$ cat src/rtl/responder_arbiter_if.sv
// Handshake bundle between the debounce front end / host and the buzzer arbiter.
interface responder_arbiter_if;
  logic [3:0] key_pulse;
  logic       start_pulse;
  logic       clr_pulse;
  logic [3:0] led;
  logic [1:0] winner_id;
  logic       winner_vld;
  logic [3:0] countdown;
  logic       timeout;
  logic       foul;
  logic       buzzer;

  modport master (
    output key_pulse, start_pulse, clr_pulse,
    input  led, winner_id, winner_vld, countdown, timeout, foul, buzzer
  );

  modport slave (
    input  key_pulse, start_pulse, clr_pulse,
    output led, winner_id, winner_vld, countdown, timeout, foul, buzzer
  );
endinterface

$ cat src/rtl/responder_arbiter.sv
// Quiz-buzzer arbiter: answer-window countdown, first-press lock, lockout and buzzer.
// Optional early-press foul detection is enabled by defining RESPONDER_FOUL_DETECT_EN.
module responder_arbiter #(
  parameter int unsigned CLK_HZ   = 50_000_000,
  parameter int unsigned WINDOW_S = 10,
  parameter int unsigned BUZZ_MS  = 200
) (
  input  logic                 clk,
  input  logic                 rst_n,
  responder_arbiter_if.slave   bus
);
  localparam int unsigned      CNT_W     = 32;
  localparam logic [CNT_W-1:0] TICK_LAST = CNT_W'(CLK_HZ - 1);
  // Multiply before dividing so sub-kHz clocks still give a non-zero on-time.
  localparam logic [63:0]      BUZZ_PROD = (64'(CLK_HZ) * 64'(BUZZ_MS)) / 64'd1000;
  localparam logic [CNT_W-1:0] BUZZ_CYC  = CNT_W'(BUZZ_PROD);
  localparam logic             BUZZ_ON   = (BUZZ_CYC != '0);
  localparam logic [3:0]       WIN_LOAD  = 4'(WINDOW_S);

  typedef enum logic [2:0] {
    S_IDLE,
    S_ARMED,
    S_LOCKED,
    S_TIMEOUT
`ifdef RESPONDER_FOUL_DETECT_EN
    , S_FOUL
`endif
  } state_e;

  state_e           state_q;
  logic [CNT_W-1:0] tick_cnt;
  logic [CNT_W-1:0] buzz_cnt;
  logic [3:0]       led_q;
  logic [1:0]       id_q;
  logic             vld_q;
  logic [3:0]       cd_q;
  logic             to_q;
  logic             foul_q;
  logic             buzz_q;

  // Fixed priority: lowest-numbered pressing player wins a tie.
  function automatic logic [1:0] low_idx(input logic [3:0] k);
    if (k[0])      return 2'd0;
    else if (k[1]) return 2'd1;
    else if (k[2]) return 2'd2;
    else           return 2'd3;
  endfunction

  always_ff @(posedge clk or negedge rst_n) begin
    if (!rst_n) begin
      state_q  <= S_IDLE;
      tick_cnt <= '0;
      buzz_cnt <= '0;
      led_q    <= '0;
      id_q     <= '0;
      vld_q    <= 1'b0;
      cd_q     <= '0;
      to_q     <= 1'b0;
      foul_q   <= 1'b0;
      buzz_q   <= 1'b0;
    end else if (bus.clr_pulse) begin
      state_q  <= S_IDLE;
      tick_cnt <= '0;
      buzz_cnt <= '0;
      led_q    <= '0;
      id_q     <= '0;
      vld_q    <= 1'b0;
      cd_q     <= '0;
      to_q     <= 1'b0;
      foul_q   <= 1'b0;
      buzz_q   <= 1'b0;
    end else begin
      // Buzzer on-time; an entry event below overrides this with a fresh start.
      if (buzz_q) begin
        if (buzz_cnt == BUZZ_CYC - 32'd1) begin
          buzz_q   <= 1'b0;
          buzz_cnt <= '0;
        end else begin
          buzz_cnt <= buzz_cnt + 32'd1;
        end
      end

      case (state_q)
        S_IDLE: begin
          if (bus.start_pulse) begin
            state_q  <= S_ARMED;
            cd_q     <= WIN_LOAD;
            tick_cnt <= '0;
          end
`ifdef RESPONDER_FOUL_DETECT_EN
          else if (|bus.key_pulse) begin
            state_q  <= S_FOUL;
            id_q     <= low_idx(bus.key_pulse);
            led_q    <= 4'b0001 << low_idx(bus.key_pulse);
            foul_q   <= 1'b1;
            buzz_q   <= BUZZ_ON;
            buzz_cnt <= '0;
          end
`endif
        end

        S_ARMED: begin
          // A press beats a coincident tick: countdown freezes, no timeout.
          if (|bus.key_pulse) begin
            state_q  <= S_LOCKED;
            id_q     <= low_idx(bus.key_pulse);
            led_q    <= 4'b0001 << low_idx(bus.key_pulse);
            vld_q    <= 1'b1;
            buzz_q   <= BUZZ_ON;
            buzz_cnt <= '0;
          end else if (tick_cnt == TICK_LAST) begin
            tick_cnt <= '0;
            if (cd_q <= 4'd1) begin
              cd_q     <= '0;
              state_q  <= S_TIMEOUT;
              to_q     <= 1'b1;
              buzz_q   <= BUZZ_ON;
              buzz_cnt <= '0;
            end else begin
              cd_q <= cd_q - 4'd1;
            end
          end else begin
            tick_cnt <= tick_cnt + 32'd1;
          end
        end

        default: ;
      endcase
    end
  end

  assign bus.led        = led_q;
  assign bus.winner_id  = id_q;
  assign bus.winner_vld = vld_q;
  assign bus.countdown  = cd_q;
  assign bus.timeout    = to_q;
  assign bus.buzzer     = buzz_q;
`ifdef RESPONDER_FOUL_DETECT_EN
  assign bus.foul       = foul_q;
`else
  assign bus.foul       = 1'b0;
  logic unused_foul;
  assign unused_foul    = foul_q;
`endif

endmodule
$ cat src/flat_wrapper.sv
// flat-port wrapper written by rule: the top's interface ports become plain ports
module responder_arbiter_flat 
#(
  parameter int unsigned CLK_HZ   = 50_000_000,
  parameter int unsigned WINDOW_S = 10,
  parameter int unsigned BUZZ_MS  = 200
)
  (clk, rst_n, bus_key_pulse, bus_start_pulse, bus_clr_pulse, bus_led, bus_winner_id, bus_winner_vld, bus_countdown, bus_timeout, bus_foul, bus_buzzer);
  responder_arbiter_if bus_i ();
  input  logic clk;
  input  logic rst_n;
  input wire logic [$bits(bus_i.key_pulse)-1:0] bus_key_pulse;
  input wire logic [$bits(bus_i.start_pulse)-1:0] bus_start_pulse;
  input wire logic [$bits(bus_i.clr_pulse)-1:0] bus_clr_pulse;
  output wire logic [$bits(bus_i.led)-1:0] bus_led;
  output wire logic [$bits(bus_i.winner_id)-1:0] bus_winner_id;
  output wire logic [$bits(bus_i.winner_vld)-1:0] bus_winner_vld;
  output wire logic [$bits(bus_i.countdown)-1:0] bus_countdown;
  output wire logic [$bits(bus_i.timeout)-1:0] bus_timeout;
  output wire logic [$bits(bus_i.foul)-1:0] bus_foul;
  output wire logic [$bits(bus_i.buzzer)-1:0] bus_buzzer;
  assign bus_i.key_pulse = bus_key_pulse;
  assign bus_i.start_pulse = bus_start_pulse;
  assign bus_i.clr_pulse = bus_clr_pulse;
  assign bus_led = bus_i.led;
  assign bus_winner_id = bus_i.winner_id;
  assign bus_winner_vld = bus_i.winner_vld;
  assign bus_countdown = bus_i.countdown;
  assign bus_timeout = bus_i.timeout;
  assign bus_foul = bus_i.foul;
  assign bus_buzzer = bus_i.buzzer;
  responder_arbiter #(.CLK_HZ(CLK_HZ), .WINDOW_S(WINDOW_S), .BUZZ_MS(BUZZ_MS)) u_core (.clk(clk), .rst_n(rst_n), .bus(bus_i));
endmodule
$ cat config.mk
export PLATFORM = sky130hd
export DESIGN_NAME = responder_arbiter_flat
export DESIGN_NICKNAME = d
export VERILOG_FILES = /design/src/rtl/responder_arbiter_if.sv /design/src/rtl/responder_arbiter.sv /design/src/flat_wrapper.sv
export SDC_FILE = /design/constraint.sdc
export NUM_CORES = 1
export LEC_CHECK = 0
export CAP_MARGIN = 0
export CORE_AREA = 2 2 93 95
export DETAILED_ROUTE_END_ITERATION = 6
export DIE_AREA = 0 0 95 97
export PLACE_DENSITY = 0.75
export SYNTH_ARGS = -nofsm -noshare
export SYNTH_HDL_FRONTEND = slang
export SYNTH_SLANG_ARGS = --single-unit
$ cat constraint.sdc
create_clock -name clk -period 2 [get_ports clk]
set_input_delay 0.4 -clock clk [delete_from_list [all_inputs] [get_ports clk]]
set_output_delay 0.4 -clock clk [all_outputs]
set_load 0.03 [all_outputs]
======== Word-level counts from Yosys, hierarchy flattened ========
Cells that the tools add are included.
storage, ports and cells
  bits of input ports ..................... 8
  logic and storage cells ................. 84
  output and inout port bits .............. 14
  bits in registers ....................... 80
operators by class
  add/sub/neg operators ................... 3
  equality and inequality tests ........... 9
  order comparisons ....................... 1
  reduce and logical (&&, ||, !) cells .... 12
  multiplexer cells ....................... 49
  shift-type cells ........................ 1
operator list
  operator               count
  $mux 32                11
  $add 32x1->32 const B  2
  $pmux 32 s2            1
  $eq 32x24->1 const B   1
  $eq 32x26->1 const B   1
  $mux 4                 8
  $mux 1                 16
  $mux 3                 5
  $mux 2                 6
  $reduce_and 4->1       3
  $ne 4x2->1 const B     2
  $pmux 4 s2             1
  $reduce_bool 2->1      4
  $ne 3x3->1 const B     2
  $pmux 3 s2             1
  $le 4x1->1 const B     1
  $reduce_or 4->1        1
  $shl 1x2->4 const A    1
  $sub 4x1->4 const B    1
  $eq 3x1->1 const B     1
  $logic_not 3->1        1
  $ne 3x2->1 const B     1
  $reduce_and 3->1       1
  $reduce_bool 3->1      1
  other kinds (2)        2

======== Depth between registers and ports, before layout ========
Gate-level depths: netlist of the first run.
  word-level depth ........................ 10
  depth in mapped cells ................... 8
  gate-level depth less buffers ........... 7

======== Worst setup path before layout of the first run ========
OpenSTA, ideal clock, no wires.
  path kind ............................... reg-to-reg
  start point ............................. register u_core.tick_cnt[24]
  end point ............................... register u_core.tick_cnt[22]
  arrival time ............................ 1.968 ns
  data required time ...................... 1.881 ns
  setup slack ............................. -0.086 ns
  clock period less this slack ............ 2.086 ns
  stages on the path, launching flop included .. 8
  library setup time ...................... 0.119 ns
  path buffers ............................ 2
  path through ............................ dfrtp_1 -> buf_6 -> or4b_4 -> nor4_4 -> a31oi_4 -> nor2_8 -> buf_8 -> nor2_1
between the ends
  longest elaborated chain between the ends .. 5
RTL lines
  item                    RTL line                  text
  start, declared         responder_arbiter.sv:31   logic [CNT_W-1:0] tick_cnt;
  start signal, assigned  responder_arbiter.sv:123  tick_cnt <= tick_cnt + 32'd1;
  $eq 32x26->1            responder_arbiter.sv:111  end else if (tick_cnt == TICK_LAST) begin
  $mux 32                 responder_arbiter.sv:111
  $mux 32                 responder_arbiter.sv:104  if (|bus.key_pulse) begin
  $pmux 32 s2             responder_arbiter.sv:83   case (state_q)
  $mux 32                 responder_arbiter.sv:61   end else if (bus.clr_pulse) begin
No other way between the ends. The select of a mux whose other input is x is not followed.
A chain may end at the register's enable or synchronous reset.

======== Final worst setup path of the first run ========
  start point ............................. input port bus_key_pulse[3]
  end point ............................... register u_core.buzz_cnt[31]
between the ends
  longest elaborated chain between the ends .. 4
RTL lines
  item                  RTL line                  text
  start, declared       flat_wrapper.sv:12        input wire logic [$bits(bus_i.key_pulse)-1:0] bus_key_pulse;
  $reduce_or 4->1       responder_arbiter.sv:104
  $mux 32               responder_arbiter.sv:104
  $mux 32               responder_arbiter.sv:83
  $mux 32               responder_arbiter.sv:61
  end signal, assigned  responder_arbiter.sv:79   buzz_cnt <= buzz_cnt + 32'd1;
  end, declared         responder_arbiter.sv:32   logic [CNT_W-1:0] buzz_cnt;
No other way between the ends.

==> reports/qor.yml, run 1 <==
power_and_ir_drop:
  finalPower_mw: 3.38
  p_leak_nw: 2.26
  vdd_drop_max_mv: 0.430
  p_per_area_nw_per_um2: 613
critical_path:
  worstPathCellList: "clkdlybuf4s50_1, nor4_4, buf_4, nor2_1, nor2_2, nand2_2, buf_12, nor2_1"
  critPathMaxFanout: 22
  path_buf_inv: 3
  path_delay_family: "simple AND/OR/NAND/NOR gates"
  slowest_delay_ns: 0.49
  worstSetupPathType: "primary input to register"
  crit_top_cell: "nor2_1"
  arrival_ns: 2.40
  start_kind: "primary input"
  end_kind: "register"
  crit_required_ns: 2.30
  worst_path_max_delay_cell: "clkdlybuf4s50_1"
synthesis:
  ys_seq_elements: 79
  avgSynthCellArea_um2: 9.42
  ys_seq_area_frac: 0.452
  yosysUniqueCellTypes: 59
  syn_inst: 464
  synth_edf_count: 0
  synth_top_flop_cell: "dfrtp_1"
  syn-num-nets: 476
  ys_warn_count: 0
  async_flop_share: 1.00
  syn_area_um2: 4370
sta:
  setup_ws_ns: -0.104
  fmaxAchievable_mhz: 475
  worst_pin_slew_ns: 0.556
  relSlewSlack: 0.626
  rsz0062_at_grt: "yes"
  period_minus_slack_ns: 2.10
  period_share: 1.05
  fin_setup_tns_ns: -2.53
  timing_hold_violations_final: 0
  fin_skew_ns: 0.0174
  setup_viol: 62
  slew_viol_final: 0
die:
  core.rowCount: 33
  dieArea_um2: 9220
  fp.dieW_um: 95
  io_pins: 22
  core_area_um2: 8130
  start_util: 0.537
  die_h_um: 97
clock_tree:
  cts_max_path_buffers: 2
  cts_num_sinks: 79
  clk_latency_ns: 0.37
  numCtsBuffers: 9
  cts_tree: "yes"
  cts_htree_levels: 3
  cts_root_buffer: "clkbuf_8"
  clk_pin_slew_ns: 0.10
drt:
  firstDrtPassIters: 5
  vias_per_cell: 6.14
  wl_per_cell_um: 17.4
  detail-route-antenna-nets: 0
  first_iter_violations: 217
  via_count: 3940
  routed_wl_mm: 11.2
  drc: 0
finish:
  layout_common_cells: "79 x dfrtp_1, 51 x nor2_1, 47 x buf_4"
  diodes: 0
  design_area_um2: 5520
  final_common_cell: "dfrtp_1"
  syn2layout_area_growth_pct: 26.2
  drive_above_1_share: 0.225
  nets: 544
place:
  io_buffer_count: 20
  gp_congestion: 0.857
  place_ws_ns: -0.366
  hpwl_mm: 7.25
  place_area_um2: 5000
global_route:
  grt_pass1_vias: 3954
  antenna_found_initial: 0
  grt-ovfl-total: 0
  grt_pass1_wl_mm: 18.7
  grt_max_degree: 38
  track_usage: 0.255
status:
  violations: "negative setup slack"
  outcome: "finished with violations"
flow_run:
  maxCapViolCount: 0
min_path:
  holdCritPathClass: "primary input to asynchronous set/reset pin"
## path summary, 6_finish.rpt
kind	to	startpoint	cells past startpoint	slack, ns
worst max-delay path	u_core.buzz_cnt[31]	bus_key_pulse[3]	8	-0.10
worst min-delay path	u_core.buzz_cnt[12]	rst_n	2	0.47
worst max register to register	u_core.tick_cnt[12]	u_core.tick_cnt[24]	6	-0.10
worst min register to register	u_core.bus.winner_vld	u_core.bus.winner_vld	2	0.52
max in group asynchronous	u_core.buzz_cnt[4]	rst_n	3	0.95
min in group clk	u_core.bus.winner_vld	u_core.bus.winner_vld	2	0.52
## synthesized netlist by cell type, types with 2 or more instances
cell / count / share of area
ha_1: 4 / 0.011
buf_1: 4 / 0.0034
inv_1: 12 / 0.010
and4_1: 8 / 0.016
a31oi_1: 7 / 0.010
xor2_1: 23 / 0.046
a21oi_1: 14 / 0.016
nor4b_1: 3 / 0.0060
mux2i_1: 2 / 0.0046
nand2b_1: 4 / 0.0057
or4_1: 3 / 0.0052
nand3_1: 32 / 0.037
dfrtp_1: 79 / 0.45
nand2_1: 27 / 0.023
or3_1: 2 / 0.0029
clkbuf_8: 2 / 0.0063
xnor2_1: 23 / 0.046
nor4_1: 22 / 0.031
nand4_1: 27 / 0.039
and3_1: 14 / 0.020
nor3_1: 14 / 0.016
nor2_1: 66 / 0.057
o31ai_1: 6 / 0.010
a2bb2oi_1: 2 / 0.0040
nor4_2: 2 / 0.0057
nor2b_1: 3 / 0.0043
o41ai_1: 2 / 0.0040
and3_2: 3 / 0.0052
nor4_4: 2 / 0.0097
clkbuf_1: 9 / 0.0077
buf_4: 3 / 0.0052
o311ai_1: 3 / 0.0060
and2_1: 5 / 0.0072
o21ai_0: 7 / 0.0080
## stage by stage
| stage | cells | hold WS [ns] | util |
|---|---|---|---|
| 2_1_floorplan | 464 | 0.104 | - |
| 3_3_place_gp | 619 | 0.326 | 0.615 |
| 3_5_place_dp | 619 | 0.327 | 0.615 |
| 4_1_cts | 641 | 0.470 | 0.660 |
| 5_1_grt | 642 | 0.500 | 0.678 |
| 6_report | 642 | 0.473 | 0.678 |
## area by class of cell
| type | count | area (um2) |
|---|---|---|
| fill | 597 | 2620 |
| multi-input combinational | 354 | 2460 |
| sequential | 79 | 1980 |
| timing repair buffer | 76 | 703 |
| tap | 105 | 131 |
| clock buffer | 9 | 124 |
| clock inverter | 7 | 77.6 |
| inverter | 12 | 45.0 |
## cells by family (layout without fill, tap and decap cells)
kind of cell    count (synthesis)  in the layout  synth area share
compound gates                 50             50            0.0799
xor+xnor                       46             46            0.0922
fa+ha+maj                       4              4            0.0114
buf+inv                        33            104            0.0401
flops                          79             79             0.452
mux                             3              3           0.00716
other cells                     1              1          0.000858
simple gates                  248            250             0.316
## power breakdown
group	leakage, nW	switching (mW)	internal, mW
Combinational	1.06	0.286	0.192
Sequential	1.10	0.0259	1.62
Clock	0.101	0.667	0.590
## flip-flops by register name, summed over array words and instances, names as in the netlist
name / cells
u_core.buzz_cnt: 32
u_core.state_q: 2
u_core.bus.countdown: 4
u_core.bus.winner_vld: 1
u_core.bus.buzzer: 1
u_core.bus.winner_id: 2
u_core.bus.timeout: 1
u_core.tick_cnt: 32
u_core.bus.led: 4
## repair_timing
action / in CTS / in global routing
hold buffers: 1 / 0
gates cloned: 1 / 1
gates resized for setup: 21 / 27
setup endpoints to repair: 69 / 72
buffers inserted: 4 / 0
endpoints found under the hold margin: 22 / 0
pin swaps: 24 / 10
## routing by layer
metal  track usage  up-vias  wire length, um
li1              -     1819                -
met1         0.332     1947             4750
met2         0.423      150             5580
met3        0.0428       24              604
met4        0.0914        0              254
met5             0        -                0
(Power assumes the default switching activity.)
==> inputs of run 2 (changes only) <==
Settings changed: CELL_PAD_IN_SITES_DETAIL_PLACEMENT set to 0, CELL_PAD_IN_SITES_GLOBAL_PLACEMENT set to 1, CORE_AREA 2 2 93 95 to 2 2 106 108, DIE_AREA 0 0 95 97 to 0 0 108 110, PLACE_DENSITY 0.75 to not set, PLACE_DENSITY_LB_ADDON set to 0.1.
==> reports/qor.yml, run 2 (same netlist as run 1, synthesis figures left out) <==
clock_tree:
  clk_latency_ns: 0.37  # about the same
  numCtsBuffers: 9  # unchanged
  cts_tree: "yes"
  cts_root_buffer: "clkbuf_8"
  cts_max_path_buffers: 2  # unchanged
  clk_pin_slew_ns: 0.08  # -0.02 ns
  cts_htree_levels: 3  # unchanged
  cts_num_sinks: 79  # unchanged
finish:
  diodes: 0  # unchanged
  layout_common_cells: "79 x dfrtp_1, 56 x buf_4, 33 x nor2_1"
  syn2layout_area_growth_pct: 29.7
  top_regs: "u_core.buzz_cnt: 32 flops, u_core.tick_cnt: 32 flops"
  drive_above_1_share: 0.265  # +0.0393
  final_common_cell: "dfrtp_1"
  nets: 555  # +2.0%
die:
  fp.dieW_um: 108  # +14%
  dieArea_um2: 11900  # +29%
  io_pins: 22  # unchanged
  die_h_um: 110  # +13%
  core_area_um2: 10700  # +32%
  core.rowCount: 38  # +15%
  start_util: 0.409  # -0.129
min_path:
  holdCritPathClass: "primary input to asynchronous set/reset pin"
sta:
  hold_slack_ns: 0.369  # -0.104 ns
  period_share: 1.05  # -0.00379
  rsz0062_at_grt: "yes"
  timing_hold_violations_final: 0  # unchanged
  worst_pin_slew_ns: 0.545  # -0.0112 ns
  fmaxAchievable_mhz: 477  # +0.36%
  setup_ws_ns: -0.0963  # +0.00757 ns
  period_minus_slack_ns: 2.10  # -0.00757 ns
  fin_skew_ns: 0.00785  # -0.00955 ns
  slew_viol_final: 0  # unchanged
  setup_viol: 57  # -8.1%
  relSlewSlack: 0.634  # +0.00810
drt:
  first_iter_violations: 168  # -23%
  drc: 0  # unchanged
  firstDrtPassIters: 6  # +1
  m1WireLength_mm: 5.39  # +14%
  routed_wl_mm: 11.5  # +2.7%
  wl_per_cell_um: 16.7  # -4.1%
  detail-route-antenna-nets: 0  # unchanged
  vias_per_cell: 5.50  # -10%
  dr_wl_met2_mm: 5.70  # +2.3%
  wl_met3_um: 262  # -57%
  routed.top_layer: "met4"
  via_count: 3784  # -4.0%
power_and_ir_drop:
  finalPower_mw: 3.38  # about the same
  vdd_drop_max_mv: 0.313  # -27%
  p_leak_nw: 2.30  # +2.0%
  p_per_area_nw_per_um2: 596  # -2.7%
place:
  gp_congestion: 0.792  # -7.6%
  io_buffer_count: 20  # unchanged
  hpwl_mm: 7.78  # +7.3%
critical_path:
  reg2reg_slack_ns: -0.1  # about the same
  reg2regPathDepth: 6  # unchanged
  critPathMaxFanout: 4  # -82%
  worst_path_max_delay_cell: "or4_4"
  arrival_ns: 2.35  # -0.05 ns
  start_kind: "register"
  path_delay_family: "simple AND/OR/NAND/NOR gates"
  regToRegEndpoint: "u_core.bus.countdown[2]"
  path_buf_inv: 1  # -2
  crit_required_ns: 2.25  # -0.05 ns
  reg2reg_from: "u_core.tick_cnt[9]"
  worstPathCellList: "or4_4, nor4_4, buf_4, and3_4, a21oi_1, a211o_1"
  slowest_delay_ns: 0.55  # +0.06 ns
  end_kind: "register"
  worstSetupPathType: "register to register"
global_route:
  grt-ovfl-total: 0  # unchanged
  grt_max_degree: 45  # +18%
  grt_pass1_wl_mm: 18.4  # -1.8%
  grt_pass1_vias: 3556  # -10%
  antenna_found_initial: 0  # unchanged
  track_usage: 0.199  # -0.0554
status:
  violations: "negative setup slack"
  outcome: "finished with violations"
flow_run:
  maxCapViolCount: 0  # unchanged
-- run 2: cell types whose count changed in the layout (fill, tap and decap cells not counted), sizes merged --
| cell | previous run | this run |
|---|---|---|
| clkbuf | 9 | 11 |
| clkinvlp | 1 | 2 |
| clkdlybuf4s50 | 17 | 16 |
| buf | 56 | 66 |
| clkinv | 2 | 3 |
| inv | 15 | 13 |
| nand2 | 29 | 28 |
| dlygate4sd2 | 0 | 1 |
-- run 2: final cells by class --
| cell class | count | area, um2 |
|---|---|---|
| clock inverters | 7 | 72.6 |
| well taps | 140 | 175 |
| clock buffers | 9 | 124 |
| inverters | 12 | 45.0 |
| repair buffers | 88 | 826 |
| multi-input cells | 353 | 2450 |
| flip-flops and latches | 79 | 1980 |
| fillers | 1008 | 5030 |
-- run 2: report_power, final --
group	internal (mW)	switching [mW]
Sequential	1.62	0.0272
Combinational	0.216	0.298
Clock	0.578	0.641
-- run 2: per-stage QoR --
| step | area [um2] | TNS, ns | worst slack (ns) | utilization | instances |
|---|---|---|---|---|---|
| after floorplan | 4380 | -1.59 | -0.0856 | - | 464 |
| after global placement | 5100 | -12.49 | -0.324 | 0.476 | 662 |
| after CTS | 5430 | -2.84 | -0.0913 | 0.508 | 684 |
| final | 5670 | -3.13 | -0.0963 | 0.530 | 688 |
| after detailed placement | 5100 | -14.99 | -0.356 | 0.476 | 662 |
| after global routing | 5670 | -9.81 | -0.220 | 0.530 | 688 |
-- run 2: worst max path at each step --
stage                                    to  depth (start not counted)                 from  slack, ns
floorplan               u_core.tick_cnt[22]                          7  u_core.tick_cnt[24]      -0.09
global placement        u_core.tick_cnt[16]                          7     bus_key_pulse[1]      -0.32
detailed placement      u_core.tick_cnt[27]                          7     bus_key_pulse[1]      -0.36
CTS                 u_core.bus.countdown[2]                          6   u_core.tick_cnt[9]      -0.09
global route              u_core.state_q[1]                          7   u_core.tick_cnt[9]      -0.22
finish              u_core.bus.countdown[2]                          6   u_core.tick_cnt[9]       -0.1
-- run 2: layer usage --
layer / vias to the layer above / track usage
met2: 45 / 0.329
met5: - / 0
li1: 1849 / -
met1: 1878 / 0.269
met4: 0 / 0.0604
met3: 12 / 0.0335
-- run 2: repair_timing --
action | in CTS | in global routing
hold buffers | 1 | 0
resized for setup | 19 | 48
pin swaps | 15 | 11
buffers inserted | 5 | 1
cloned | 0 | 4
setup endpoints to repair | 70 | 72
hold endpoints to repair | 3 | 0
